File: config.mk
export PLATFORM = sky130hd
export DESIGN_NAME = ysyx_24080014_clint_axil
export DESIGN_NICKNAME = d
export VERILOG_FILES = /design/src/rtl/ysyx_24080014_axil_pkg.sv /design/src/rtl/ysyx_24080014_mtime_cnt.sv /design/src/rtl/ysyx_24080014_clint_axil.sv
export SDC_FILE = /design/constraint.sdc
export NUM_CORES = 1
export LEC_CHECK = 0
export CORE_MARGIN = 5
export CORE_UTILIZATION = 30
export CTS_CLUSTER_DIAMETER = 40
export DETAILED_ROUTE_END_ITERATION = 7
export PLACE_DENSITY = 0.52
export SETUP_SLACK_MARGIN = 0.05
export SYNTH_ARGS = -nofsm -noshare
export SYNTH_HDL_FRONTEND = slang
export SYNTH_SLANG_ARGS = --single-unit
File: constraint.sdc
create_clock -name aclk -period 8.35 [get_ports aclk]
set_input_delay 2.0875 -clock aclk [delete_from_list [all_inputs] [get_ports aclk]]
set_output_delay 2.0875 -clock aclk [all_outputs]
set_load 0.005 [all_outputs]
File: src/rtl/ysyx_24080014_axil_pkg.sv
// ysyx_24080014_axil_pkg: shared AXI4-lite response codes, CLINT register offsets, FSM state types
//   and a byte-strobe merge helper used by every writable register.
package ysyx_24080014_axil_pkg;

    localparam logic [1:0] RESP_OKAY   = 2'b00;
    localparam logic [1:0] RESP_SLVERR = 2'b10;
    localparam logic [1:0] RESP_DECERR = 2'b11;

    localparam logic [3:0] OFS_MTIME_LO    = 4'h0;
    localparam logic [3:0] OFS_MTIME_HI    = 4'h4;
    localparam logic [3:0] OFS_MTIMECMP_LO = 4'h8;
    localparam logic [3:0] OFS_MTIMECMP_HI = 4'hC;

    typedef enum logic {R_IDLE, R_RESP} r_state_e;
    typedef enum logic {W_IDLE, W_RESP} w_state_e;

    function automatic logic [31:0] strb_merge(input logic [31:0] old_w, input logic [31:0] new_w,
                                               input logic [3:0] strb);
        logic [31:0] r;
        for (int i = 0; i < 4; i++) r[8*i +: 8] = strb[i] ? new_w[8*i +: 8] : old_w[8*i +: 8];
        return r;
    endfunction

endpackage

File: src/rtl/ysyx_24080014_mtime_cnt.sv
// ysyx_24080014_mtime_cnt: prescaled 64-bit free-running timer with a byte-masked 32-bit load port.
//   aclk/aresetn : clock, asynchronous active-low reset
//   ld_en        : load this cycle (replaces the tick for this cycle)
//   ld_hi        : 1 selects mtime[63:32], 0 selects mtime[31:0]
//   ld_strb      : byte enables for ld_data
//   ld_data      : 32-bit load value
//   mtime        : current counter value
module ysyx_24080014_mtime_cnt
    import ysyx_24080014_axil_pkg::*;
#(
    parameter int unsigned TICK_DIV = 1
) (
    input  logic        aclk,
    input  logic        aresetn,
    input  logic        ld_en,
    input  logic        ld_hi,
    input  logic [3:0]  ld_strb,
    input  logic [31:0] ld_data,
    output logic [63:0] mtime
);

    localparam int unsigned     PW      = TICK_DIV > 1 ? $clog2(TICK_DIV) : 1;
    localparam logic [PW-1:0]   PRE_MAX = PW'(TICK_DIV - 1);

    logic [PW-1:0] pre_q, pre_d;
    logic [63:0]   mtime_q, mtime_d;
    logic          tick;

    // A load wins over the tick; the prescaler keeps running so the tick phase is not disturbed.
    always_comb begin
        tick    = pre_q == PRE_MAX;
        pre_d   = tick ? '0 : pre_q + 1'b1;
        mtime_d = tick ? mtime_q + 64'd1 : mtime_q;
        if (ld_en) begin
            mtime_d = mtime_q;
            if (ld_hi) mtime_d[63:32] = strb_merge(mtime_q[63:32], ld_data, ld_strb);
            else       mtime_d[31:0]  = strb_merge(mtime_q[31:0], ld_data, ld_strb);
        end
    end

    always_ff @(posedge aclk or negedge aresetn) begin
        if (!aresetn) begin
            pre_q   <= '0;
            mtime_q <= '0;
        end else begin
            pre_q   <= pre_d;
            mtime_q <= mtime_d;
        end
    end

    assign mtime = mtime_q;

endmodule

File: src/rtl/ysyx_24080014_clint_axil.sv
// ysyx_24080014_clint_axil: AXI4-lite CLINT timer (mtime, mtimecmp, timer_irq) on a 16-byte window.
//   aclk/aresetn           : clock, asynchronous active-low reset
//   aw*/w*/b*              : AXI4-lite write address, data and response channels
//   ar*/r*                 : AXI4-lite read address and data channels
//   timer_irq              : registered unsigned (mtime >= mtimecmp)
module ysyx_24080014_clint_axil
    import ysyx_24080014_axil_pkg::*;
#(
    parameter logic [31:0] BASE_ADDR = 32'ha0000048,
    parameter int unsigned TICK_DIV  = 1
) (
    input  logic        aclk,
    input  logic        aresetn,
    input  logic [31:0] awaddr,
    input  logic        awvalid,
    output logic        awready,
    input  logic [31:0] wdata,
    input  logic [3:0]  wstrb,
    input  logic        wvalid,
    output logic        wready,
    output logic [1:0]  bresp,
    output logic        bvalid,
    input  logic        bready,
    input  logic [31:0] araddr,
    input  logic        arvalid,
    output logic        arready,
    output logic [31:0] rdata,
    output logic [1:0]  rresp,
    output logic        rvalid,
    input  logic        rready,
    output logic        timer_irq
);

    r_state_e    r_state_q, r_state_d;
    w_state_e    w_state_q, w_state_d;
    logic [31:0] rdata_q, rdata_d, snap_q, snap_d;
    logic [1:0]  rresp_q, rresp_d, bresp_q, bresp_d;
    logic        aw_held_q, aw_held_d, w_held_q, w_held_d;
    logic [31:0] awaddr_q, awaddr_d, wdata_q, wdata_d;
    logic [3:0]  wstrb_q, wstrb_d;
    logic [63:0] mtimecmp_q, mtimecmp_d, mtime;
    logic        irq_q, irq_d;

    logic [31:0] r_off, w_off, w_addr, w_data;
    logic [3:0]  w_strb;
    logic        r_hit, w_hit, aw_fire, w_fire, do_wr, ld_en;

    // Offsets are taken relative to BASE_ADDR, which need not be 16-byte aligned.
    assign r_off = araddr - BASE_ADDR;
    assign r_hit = r_off[31:4] == '0 && r_off[1:0] == 2'b00;

    always_comb begin
        r_state_d = r_state_q;
        rdata_d   = rdata_q;
        rresp_d   = rresp_q;
        snap_d    = snap_q;
        if (r_state_q == R_IDLE) begin
            if (arvalid) begin
                r_state_d = R_RESP;
                rresp_d   = r_hit ? RESP_OKAY : RESP_DECERR;
                rdata_d   = !r_hit                          ? '0 :
                            r_off[3:0] == OFS_MTIME_LO      ? mtime[31:0] :
                            r_off[3:0] == OFS_MTIME_HI      ? snap_q :
                            r_off[3:0] == OFS_MTIMECMP_LO   ? mtimecmp_q[31:0] : mtimecmp_q[63:32];
                // Reading the low half freezes the high half so a lo-then-hi pair is coherent.
                snap_d    = r_hit && r_off[3:0] == OFS_MTIME_LO ? mtime[63:32] : snap_q;
            end
        end else if (rready) begin
            r_state_d = R_IDLE;
        end
    end

    // AW and W latch independently; the write fires in the cycle both are available,
    // using the incoming beat directly when it arrives in that same cycle.
    assign aw_fire = awvalid && !aw_held_q;
    assign w_fire  = wvalid && !w_held_q;
    assign w_addr  = aw_held_q ? awaddr_q : awaddr;
    assign w_data  = w_held_q ? wdata_q : wdata;
    assign w_strb  = w_held_q ? wstrb_q : wstrb;
    assign w_off   = w_addr - BASE_ADDR;
    assign w_hit   = w_off[31:4] == '0 && w_off[1:0] == 2'b00;
    assign do_wr   = w_state_q == W_IDLE && (aw_held_q || aw_fire) && (w_held_q || w_fire);
    assign ld_en   = do_wr && w_hit && (w_off[3:0] == OFS_MTIME_LO || w_off[3:0] == OFS_MTIME_HI) && |w_strb;

    always_comb begin
        w_state_d  = w_state_q;
        bresp_d    = bresp_q;
        aw_held_d  = aw_held_q || aw_fire;
        w_held_d   = w_held_q || w_fire;
        awaddr_d   = aw_fire ? awaddr : awaddr_q;
        wdata_d    = w_fire ? wdata : wdata_q;
        wstrb_d    = w_fire ? wstrb : wstrb_q;
        mtimecmp_d = mtimecmp_q;
        if (do_wr) begin
            w_state_d = W_RESP;
            bresp_d   = w_hit ? RESP_OKAY : RESP_DECERR;
            if (w_hit && w_off[3:0] == OFS_MTIMECMP_LO)
                mtimecmp_d[31:0] = strb_merge(mtimecmp_q[31:0], w_data, w_strb);
            if (w_hit && w_off[3:0] == OFS_MTIMECMP_HI)
                mtimecmp_d[63:32] = strb_merge(mtimecmp_q[63:32], w_data, w_strb);
        end
        if (w_state_q == W_RESP && bready) begin
            w_state_d = W_IDLE;
            aw_held_d = 1'b0;
            w_held_d  = 1'b0;
        end
    end

    assign irq_d = mtime >= mtimecmp_q;

    always_ff @(posedge aclk or negedge aresetn) begin
        if (!aresetn) begin
            r_state_q  <= R_IDLE;
            rdata_q    <= '0;
            rresp_q    <= RESP_OKAY;
            snap_q     <= '0;
            w_state_q  <= W_IDLE;
            bresp_q    <= RESP_OKAY;
            aw_held_q  <= 1'b0;
            w_held_q   <= 1'b0;
            awaddr_q   <= '0;
            wdata_q    <= '0;
            wstrb_q    <= '0;
            mtimecmp_q <= '1;
            irq_q      <= 1'b0;
        end else begin
            r_state_q  <= r_state_d;
            rdata_q    <= rdata_d;
            rresp_q    <= rresp_d;
            snap_q     <= snap_d;
            w_state_q  <= w_state_d;
            bresp_q    <= bresp_d;
            aw_held_q  <= aw_held_d;
            w_held_q   <= w_held_d;
            awaddr_q   <= awaddr_d;
            wdata_q    <= wdata_d;
            wstrb_q    <= wstrb_d;
            mtimecmp_q <= mtimecmp_d;
            irq_q      <= irq_d;
        end
    end

    ysyx_24080014_mtime_cnt #(.TICK_DIV(TICK_DIV)) u_cnt (
        .aclk    (aclk),
        .aresetn (aresetn),
        .ld_en   (ld_en),
        .ld_hi   (w_off[3:0] == OFS_MTIME_HI),
        .ld_strb (w_strb),
        .ld_data (w_data),
        .mtime   (mtime)
    );

    assign arready   = r_state_q == R_IDLE;
    assign rvalid    = r_state_q == R_RESP;
    assign rdata     = rdata_q;
    assign rresp     = rresp_q;
    assign awready   = !aw_held_q;
    assign wready    = !w_held_q;
    assign bvalid    = w_state_q == W_RESP;
    assign bresp     = bresp_q;
    assign timer_irq = irq_q;

endmodule

==> impl_table.tex, run 1 <==
\begin{tabular}{lr}
\hline
Metric & Value \\
\hline
\multicolumn{2}{l}{\textbf{Synth}} \\
Sequential area share after synthesis & 41.1\% \\
Mean area per synthesized cell & 9.98 sq um \\
Dominant cell type by area after synthesis & dfrtp\_1 \\
Proportion of register bits with asynchronous set or reset after synthesis & 100\% \\
Cell area after synthesis & 16400 sq um \\
Synthesized Nets & 1821 \\
Primary FF master, synth & dfrtp\_1 \\
Count of unique library cells instantiated by Yosys & 85 \\
Syn. warnings & 0 \\
Count of state elements after synthesis & 267 \\
Ranking of synthesized cells by area & dfrtp\_1, dfstp\_2, mux2\_2, mux2i\_1, ha\_1 \\
Area fraction of the dominant cell type after synthesis & 30.9\% \\
EDFF count, synth & 0 \\
Post-Syn Instances & 1647 \\
\multicolumn{2}{l}{\textbf{Floorplan}} \\
Width of the die & 244 microns \\
Die Ht & 244 microns \\
Placement row count & 85 \\
Overall die area & 59600 sq um \\
Initial Utilization & 30.4\% \\
Total I/O pin count & 149 \\
Core Footprint & 54000 sq um \\
\multicolumn{2}{l}{\textbf{Finish}} \\
Storage element area & 6760 sq um \\
Area growth from synthesis to layout & 24.9\% \\
Number of filler cells placed in the layout & 5356 \\
Leading cell type in the layout, fill and taps excluded & dfrtp\_1 \\
Area used by multi-input combinational logic & 9030 sq um \\
Number of diodes & 0 \\
Fraction of layout instances using a drive strength above 1 & 19.5\% \\
Layout net count & 1974 \\
Top library cells by usage in the layout, fill and taps aside & dfrtp\_1, clkdlybuf4s50\_1, mux2\_2, nor2\_1, nand2\_1 \\
\multicolumn{2}{l}{\textbf{Worst setup path}} \\
Endpoint kind of the worst setup timing path & flop \\
Crit path launch type & input port \\
Worst Reg-to-Reg Cells & 13 \\
Worst Path Required & 8.85 ns \\
Highest fanout seen on the critical path & 13 \\
Critical Path AT & 6.40 ns \\
Kind of critical path & in2reg \\
\multicolumn{2}{l}{\textbf{Drt}} \\
Number of iterations in the first detailed-routing pass & 7 \\
Detailed Route WL & 52.4 mm \\
Average wire length per cell after detail routing & 20.6 microns \\
Detail-routed via count per cell & 5.35 \\
Residual antenna-violating net count after detailed routing & 0 \\
Count of routing violations after the opening detailed-route iteration & 912 \\
Remaining design rule violation count & 0 \\
Detailed-route via count & 13600 \\
\multicolumn{2}{l}{\textbf{Global route}} \\
Total track usage & 17.2\% \\
Total congestion overflow after global routing & 0 \\
First-pass GRT wire length & 81.6 mm \\
Antenna violations before repair & 4 \\
Largest net degree at the start of global routing & 145 \\
Vias in the first global route & 13700 \\
\multicolumn{2}{l}{\textbf{CTS}} \\
Clock tree from TritonCTS & yes \\
Source-to-sink clock delay at the later pin of the worst-skew pair & 0.59 ns \\
Number of levels in the clock H-tree & 2 \\
Cts repair resizes & 0 \\
Clock-pin transition on the worst setup and hold timing paths & 0.05 ns \\
Total setup buffers inserted after CTS & 0 \\
Root Buffer Master & clkbuf\_16 \\
Clock tree buffer depth & 3 \\
Sink count of the clock tree & 267 \\
Inserted Clock Buffers & 55 \\
Count of hold-fix buffers inserted at cts & 0 \\
\multicolumn{2}{l}{\textbf{Power}} \\
Worst supply voltage drop on vdd & 0.000151 V \\
Standby leakage power & 8.73 nW \\
Power density normalized to cell area & 244 nW/um\^{}2 \\
\multicolumn{2}{l}{\textbf{Run}} \\
Maxcap violations & 0 \\
\multicolumn{2}{l}{\textbf{STA}} \\
Post-Route Setup TNS & 0 ns \\
Fraction of the cycle the final worst path needs & 70.6\% \\
Maximum clock rate & 0.170 GHz \\
Unrepaired setup endpoints after global routing & no \\
Slew of the pin with the lowest slew margin & 1.11 ns \\
Hold\_ws & 0.474 ns \\
Final count of pins violating max slew & 0 \\
Final setup violation count & 0 \\
Clock period minus final worst setup slack & 5.90 ns \\
Worst-case clock skew & 0.0245 ns \\
Final hold violations & 0 \\
Worst slew margin & 25.6\% \\
\multicolumn{2}{l}{\textbf{Placed design}} \\
Gpl congestion & 0.868 \\
Number of buffer cells added on primary ports & 148 \\
Post-DP HPWL & 37.5 mm \\
\multicolumn{2}{l}{\textbf{Run status}} \\
Result of the run & completed \\
\multicolumn{2}{l}{\textbf{Hold path}} \\
Class of the tightest hold or removal check & reg2reg \\
WHS Path Cells & 2 \\
\hline
\end{tabular}
==> power by group <==
part           internal, mW  total, mW  switching (mW)
Clock                  1.45       2.24           0.784
Sequential             1.47       1.59           0.118
Combinational         0.463       1.17           0.710
==> synth_stat cells (all sizes together) (15+ instances only) <==
cell and n:
nand2 122, and2 36, or3 15, nand3 48, clkbuf 38, mux2i 86
nor2 133, ha 67, a211oi 41, mux2 195, nor4 20, inv 85
a21o 21, o21ai 87, nand4 26, dfstp 64, a21oi 82, and3 33
dfrtp 203, buf 33, a32oi 17, nor3 50
==> sequential cells by signal, summed over array words and instances, names as in the netlist, 4 cells and up <==
| name | cells |
|---|---|
| mtimecmp_q | 64 |
| u_cnt.mtime | 64 |
| awaddr_q | 32 |
| rdata | 32 |
| snap_q | 32 |
| wdata_q | 32 |
| wstrb_q | 4 |
==> cells by family after synthesis <==
logic type | count (synthesis) | share of synthesized area, %
compound gates | 326 | 13.2
simple gates | 540 | 17.3
flops | 267 | 41.1
xor+xnor | 10 | 0.533
mux | 281 | 18.7
buf+inv | 156 | 4.00
fa+ha+maj | 67 | 5.10
==> final cells by class <==
class / instances / area share, %
Multi-Input combinational cell: 1224 / 44.0
Sequential cell: 267 / 33.0
Timing Repair Buffer: 167 / 8.00
Clock buffer: 67 / 7.17
Tap cell: 696 / 4.24
Clock inverter: 37 / 2.05
Inverter: 85 / 1.55
==> per-stage QoR <==
step           worst slack [ns]  power [mW]  util [%]  cell area [sq um]  cells
2_1_floorplan              3.59        2.33         -              16400   1647
3_3_place_gp               1.98        2.78      34.5              18600   2439
3_5_place_dp               1.87        2.79      34.5              18600   2439
4_1_cts                    2.49        5.06      38.0              20500   2543
5_1_grt                    2.26        5.22      38.0              20500   2543
6_report                   2.45        5.00      38.0              20500   2543
==> layer usage <==
metal	vias to the layer above	GRT usage (%)	share of wire (%)
met5	-	0	0.074
met4	6	5.99	2.9
met3	94	3.71	6.4
met2	418	27.2	45
met1	6679	23.4	46
li1	6396	-	-
==> path summary, 6_finish.rpt <==
kind                                 startpoint  slack, ns                          to
setup / recovery                      awaddr[3]       2.45  mtimecmp_q[41]$_DFFE_PN1P_
hold / removal             rdata[2]$_DFFE_PN0P_       0.47        rdata[2]$_DFFE_PN0P_
setup reg to reg            aw_held_q$_DFF_PN0_       3.50  mtimecmp_q[41]$_DFFE_PN1P_
hold reg to reg            rdata[2]$_DFFE_PN0P_       0.47        rdata[2]$_DFFE_PN0P_
max in group asynchronous               aresetn       5.66       snap_q[3]$_DFFE_PN0P_
min in group asynchronous               aresetn       1.47          w_held_q$_DFF_PN0_
==> critical path: stages <==
cell and delay, ns:
clkdlybuf4s50_1 0.53, mux2_2 0.21, inv_1 0.10, ha_1 0.23
a21oi_2 0.25, nor3_2 0.11, and2_2 0.22, o311a_2 0.46
a2111oi_4 0.33, buf_4 0.27, and2_1 0.86, nand3_4 0.31
mux2_1 0.41
No activity file was read; power rests on OpenSTA's default activity.
==> inputs of run 2 (changes only) <==
--- a/config.mk
+++ b/config.mk
@@ -9,7 +9,7 @@
 export CORE_UTILIZATION = 30
 export CTS_CLUSTER_DIAMETER = 40
 export DETAILED_ROUTE_END_ITERATION = 7
-export PLACE_DENSITY = 0.52
+export PLACE_DENSITY = 0.54
 export SETUP_SLACK_MARGIN = 0.05
 export SYNTH_ARGS = -nofsm -noshare
 export SYNTH_HDL_FRONTEND = slang
==> constraint.sdc (replaced) <==
create_clock -name aclk -period 4.78 [get_ports aclk]
set_input_delay 1.195 -clock aclk [delete_from_list [all_inputs] [get_ports aclk]]
set_output_delay 1.195 -clock aclk [all_outputs]
set_load 0.005 [all_outputs]
==> impl_table.tex, run 2 (synthesized netlist as in run 1, its figures left out) <==
\begin{tabular}{lr}
\hline
Metric & Value \\
\hline
\multicolumn{2}{l}{\textbf{Global route}} \\
Largest net degree at the start of global routing & 115 (-21\%) \\
Total track usage & 17.2\% (+0.069 points) \\
Vias in the first global route & 14100 (+3.1\%) \\
Antenna violations before repair & 5 (+1) \\
Total congestion overflow after global routing & 0 (unchanged) \\
First-pass GRT wire length & 82.0 mm (+0.60\%) \\
\multicolumn{2}{l}{\textbf{STA}} \\
Fraction of the cycle the final worst path needs & 88.2\% \\
Final hold violations & 0 (unchanged) \\
Worst slew margin & 36.4\% (+11 points) \\
Final count of pins violating max slew & 0 (unchanged) \\
Slew of the pin with the lowest slew margin & 0.954 ns (-0.153 ns) \\
Hold\_ws & 0.474 ns (+0.000579 ns) \\
Clock period minus final worst setup slack & 4.21 ns \\
Worst-case clock skew & 0.0289 ns (+0.00445 ns) \\
Post-Route Setup TNS & 0 ns (unchanged) \\
Unrepaired setup endpoints after global routing & no \\
Final setup slack of the worst path & 0.566 ns (-1.89 ns) \\
Final setup violation count & 0 (unchanged) \\
Maximum clock rate & 0.237 GHz \\
\multicolumn{2}{l}{\textbf{Drt}} \\
Detail-routed via count per cell & 5.32 (-0.48\%) \\
Detailed-route via count & 13700 (+1.1\%) \\
Number of iterations in the first detailed-routing pass & 5 (-2) \\
Average wire length per cell after detail routing & 20.3 microns (-1.6\%) \\
Detailed Route WL & 52.4 mm (about the same) \\
Count of routing violations after the opening detailed-route iteration & 739 (-19\%) \\
Remaining design rule violation count & 0 (unchanged) \\
Residual antenna-violating net count after detailed routing & 0 (unchanged) \\
\multicolumn{2}{l}{\textbf{Floorplan}} \\
Overall die area & 59600 sq um (unchanged) \\
Placement row count & 85 (unchanged) \\
Width of the die & 244 microns (unchanged) \\
Die Ht & 244 microns (unchanged) \\
Total I/O pin count & 149 (unchanged) \\
Core Footprint & 54000 sq um (unchanged) \\
Initial Utilization & 30.4\% (unchanged) \\
\multicolumn{2}{l}{\textbf{Finish}} \\
Number of filler cells placed in the layout & 5310 (-0.86\%) \\
Leading cell type in the layout, fill and taps excluded & dfrtp\_1 \\
Layout net count & 2009 (+1.8\%) \\
Area growth from synthesis to layout & 28.8\% \\
Design Area, Final & 21200 sq um (+3.2\%) \\
Fraction of layout instances using a drive strength above 1 & 21.0\% (+1.5 points) \\
Top library cells by usage in the layout, fill and taps aside & dfrtp\_1, clkdlybuf4s50\_1, mux2\_2, nor2\_1, nand2\_1 \\
Post-Route Utilization & 39.2\% (+1.2 points) \\
Finished Layout Cells & 2584 (+1.6\%) \\
\multicolumn{2}{l}{\textbf{Worst setup path}} \\
Kind of critical path & in2reg \\
Family with the most delay on the worst path & simple AND/OR/NAND/NOR gates \\
Slowest-stage cell, CP & a222oi\_1 \\
Crit path launch type & input port \\
Endpoint kind of the worst setup timing path & flop \\
CP dominant cell by count & buf\_4 \\
Highest fanout seen on the critical path & 7 (-6) \\
Maximum cell stage delay along the critical path & 0.52 ns (-0.34 ns) \\
Critical Path AT & 4.70 ns (-1.70 ns) \\
Worst Path Required & 5.27 ns (-3.58 ns) \\
Bufs and invs on worst path & 3 (unchanged) \\
Sequence of cells on the critical path & clkdlybuf4s50\_1 > or3\_1 > a222oi\_1 > and4bb\_1 > and2\_2 > nand4b\_4 > buf\_4 > a211oi\_4 > and3\_1 > buf\_4 > nand2\_1 > o221a\_2 \\
\multicolumn{2}{l}{\textbf{CTS}} \\
Clock-pin transition on the worst setup and hold timing paths & 0.05 ns (about the same) \\
Clock tree from TritonCTS & yes \\
Sink count of the clock tree & 267 (unchanged) \\
Inserted Clock Buffers & 59 (+7.3\%) \\
Total setup buffers inserted after CTS & 0 (unchanged) \\
Root Buffer Master & clkbuf\_16 \\
Cts repair resizes & 0 (unchanged) \\
Clock tree buffer depth & 3 (unchanged) \\
Source-to-sink clock delay at the later pin of the worst-skew pair & 0.61 ns (+0.02 ns) \\
Count of hold-fix buffers inserted at cts & 0 (unchanged) \\
Number of levels in the clock H-tree & 2 (unchanged) \\
\multicolumn{2}{l}{\textbf{Placed design}} \\
Placed cell area & 18900 sq um (+1.7\%) \\
Placed instance count & 2470 (+1.3\%) \\
Gpl congestion & 0.878 (+1.3\%) \\
Post-DP HPWL & 38.4 mm (+2.3\%) \\
Minimum setup slack after placement & 0.0158 ns (-1.86 ns) \\
Number of buffer cells added on primary ports & 148 (unchanged) \\
\multicolumn{2}{l}{\textbf{Run}} \\
Maxcap violations & 0 (unchanged) \\
\multicolumn{2}{l}{\textbf{Run status}} \\
Result of the run & completed \\
\multicolumn{2}{l}{\textbf{Power}} \\
Power spent charging and discharging nets & 2.82 mW (+75\%) \\
Internal cell power & 6.54 mW (+93\%) \\
Switching part of the total & 30.2\% (-2.1 points) \\
Reg power frac & 30.2\% (-1.6 points) \\
Comb pwr share & 21.6\% (-1.9 points) \\
Standby leakage power & 9.07 nW (+3.9\%) \\
Worst supply voltage drop on vdd & 0.000335 V (+120\%) \\
Power density normalized to cell area & 442 nW/um\^{}2 (+81\%) \\
Clock network power share & 48.2\% (+3.5 points) \\
Overall power of the completed layout & 9.36 mW (+87\%) \\
\multicolumn{2}{l}{\textbf{Hold path}} \\
Class of the tightest hold or removal check & reg2reg \\
\hline
\end{tabular}
-- run 2: cell types whose count changed in the layout (fill, tap and decap cells not counted), moves of 4 or more --
cell | previous run | this run
buf_12 | 1 | 8
inv_6 | 9 | 5
bufinv_16 | 6 | 12
buf_4 | 18 | 42
clkbuf_16 | 55 | 61
-- run 2: cell type report --
type | instances | area (sq um) | area share, %
Antenna cell | 2 | 5.00 | 0.0236
Clock buffer | 79 | 1670 | 7.91
Clock inverter | 33 | 543 | 2.56
Inverter | 85 | 319 | 1.51
Multi-Input combinational cell | 1224 | 9030 | 42.7
Sequential cell | 267 | 6760 | 31.9
Tap cell | 696 | 871 | 4.11
Timing Repair Buffer | 198 | 1960 | 9.27
-- run 2: worst paths after layout --
check | from | slack, ns | endpoint | cells past startpoint
worst min register to register | rdata[26]$_DFFE_PN0P_ | 0.47 | rdata[26]$_DFFE_PN0P_ | 2
worst max-delay path | awaddr[23] | 0.57 | u_cnt.mtime[3]$_DFFE_PN0P_ | 12
worst min-delay path | rdata[26]$_DFFE_PN0P_ | 0.47 | rdata[26]$_DFFE_PN0P_ | 2
max in group asynchronous | aresetn | 3.01 | mtimecmp_q[30]$_DFFE_PN1P_ | 2
min in group asynchronous | aresetn | 0.70 | w_held_q$_DFF_PN0_ | 1
worst max register to register | aw_held_q$_DFF_PN0_ | 0.74 | u_cnt.mtime[3]$_DFFE_PN0P_ | 11
-- run 2: worst min-delay path, delay by kind of cell, from the launching register on --
kind	cells	cell delay [ns]
AO/OA/AOI/OAI	1	0.06
flip-flops	1	0.33
AND/OR/NAND/NOR	1	0.04
-- run 2: power by group through the flow --
stage	Sequential, mW	Clock [mW]	Combinational (mW)
3_3_place_gp	2.84	0	2.02
3_5_place_dp	2.86	0	2.02
2_1_floorplan	2.75	0	1.31
5_1_grt	2.87	4.73	2.18
6_report	2.83	4.51	2.02
4_1_cts	2.82	4.61	2.04
-- run 2: per-layer routing --
| layer | up-vias | global-route usage (%) | routed length, microns | part of all wire [%] |
|---|---|---|---|---|
| met4 | 8 | 7.02 | 2020 | 3.8 |
| met2 | 452 | 27.2 | 23000 | 44 |
| li1 | 6462 | - | - | - |
| met5 | - | 0 | 59 | 0.11 |
| met3 | 121 | 4.48 | 3730 | 7.1 |
| met1 | 6703 | 22.7 | 23600 | 45 |
==> inputs of run 3 (changes only) <==
==> constraint.sdc (replaced) <==
create_clock -name aclk -period 4.78 [get_ports aclk]
set_input_delay 1.195 -clock aclk [delete_from_list [all_inputs] [get_ports aclk]]
set_output_delay 1.195 -clock aclk [all_outputs]
set_load 0.02 [all_outputs]
==> results of run 3 <==
Same layout as run 2 (identical final DEF). Status: completed.
Among the figures that moved: total power 9.36 mW -> 9.37 mW
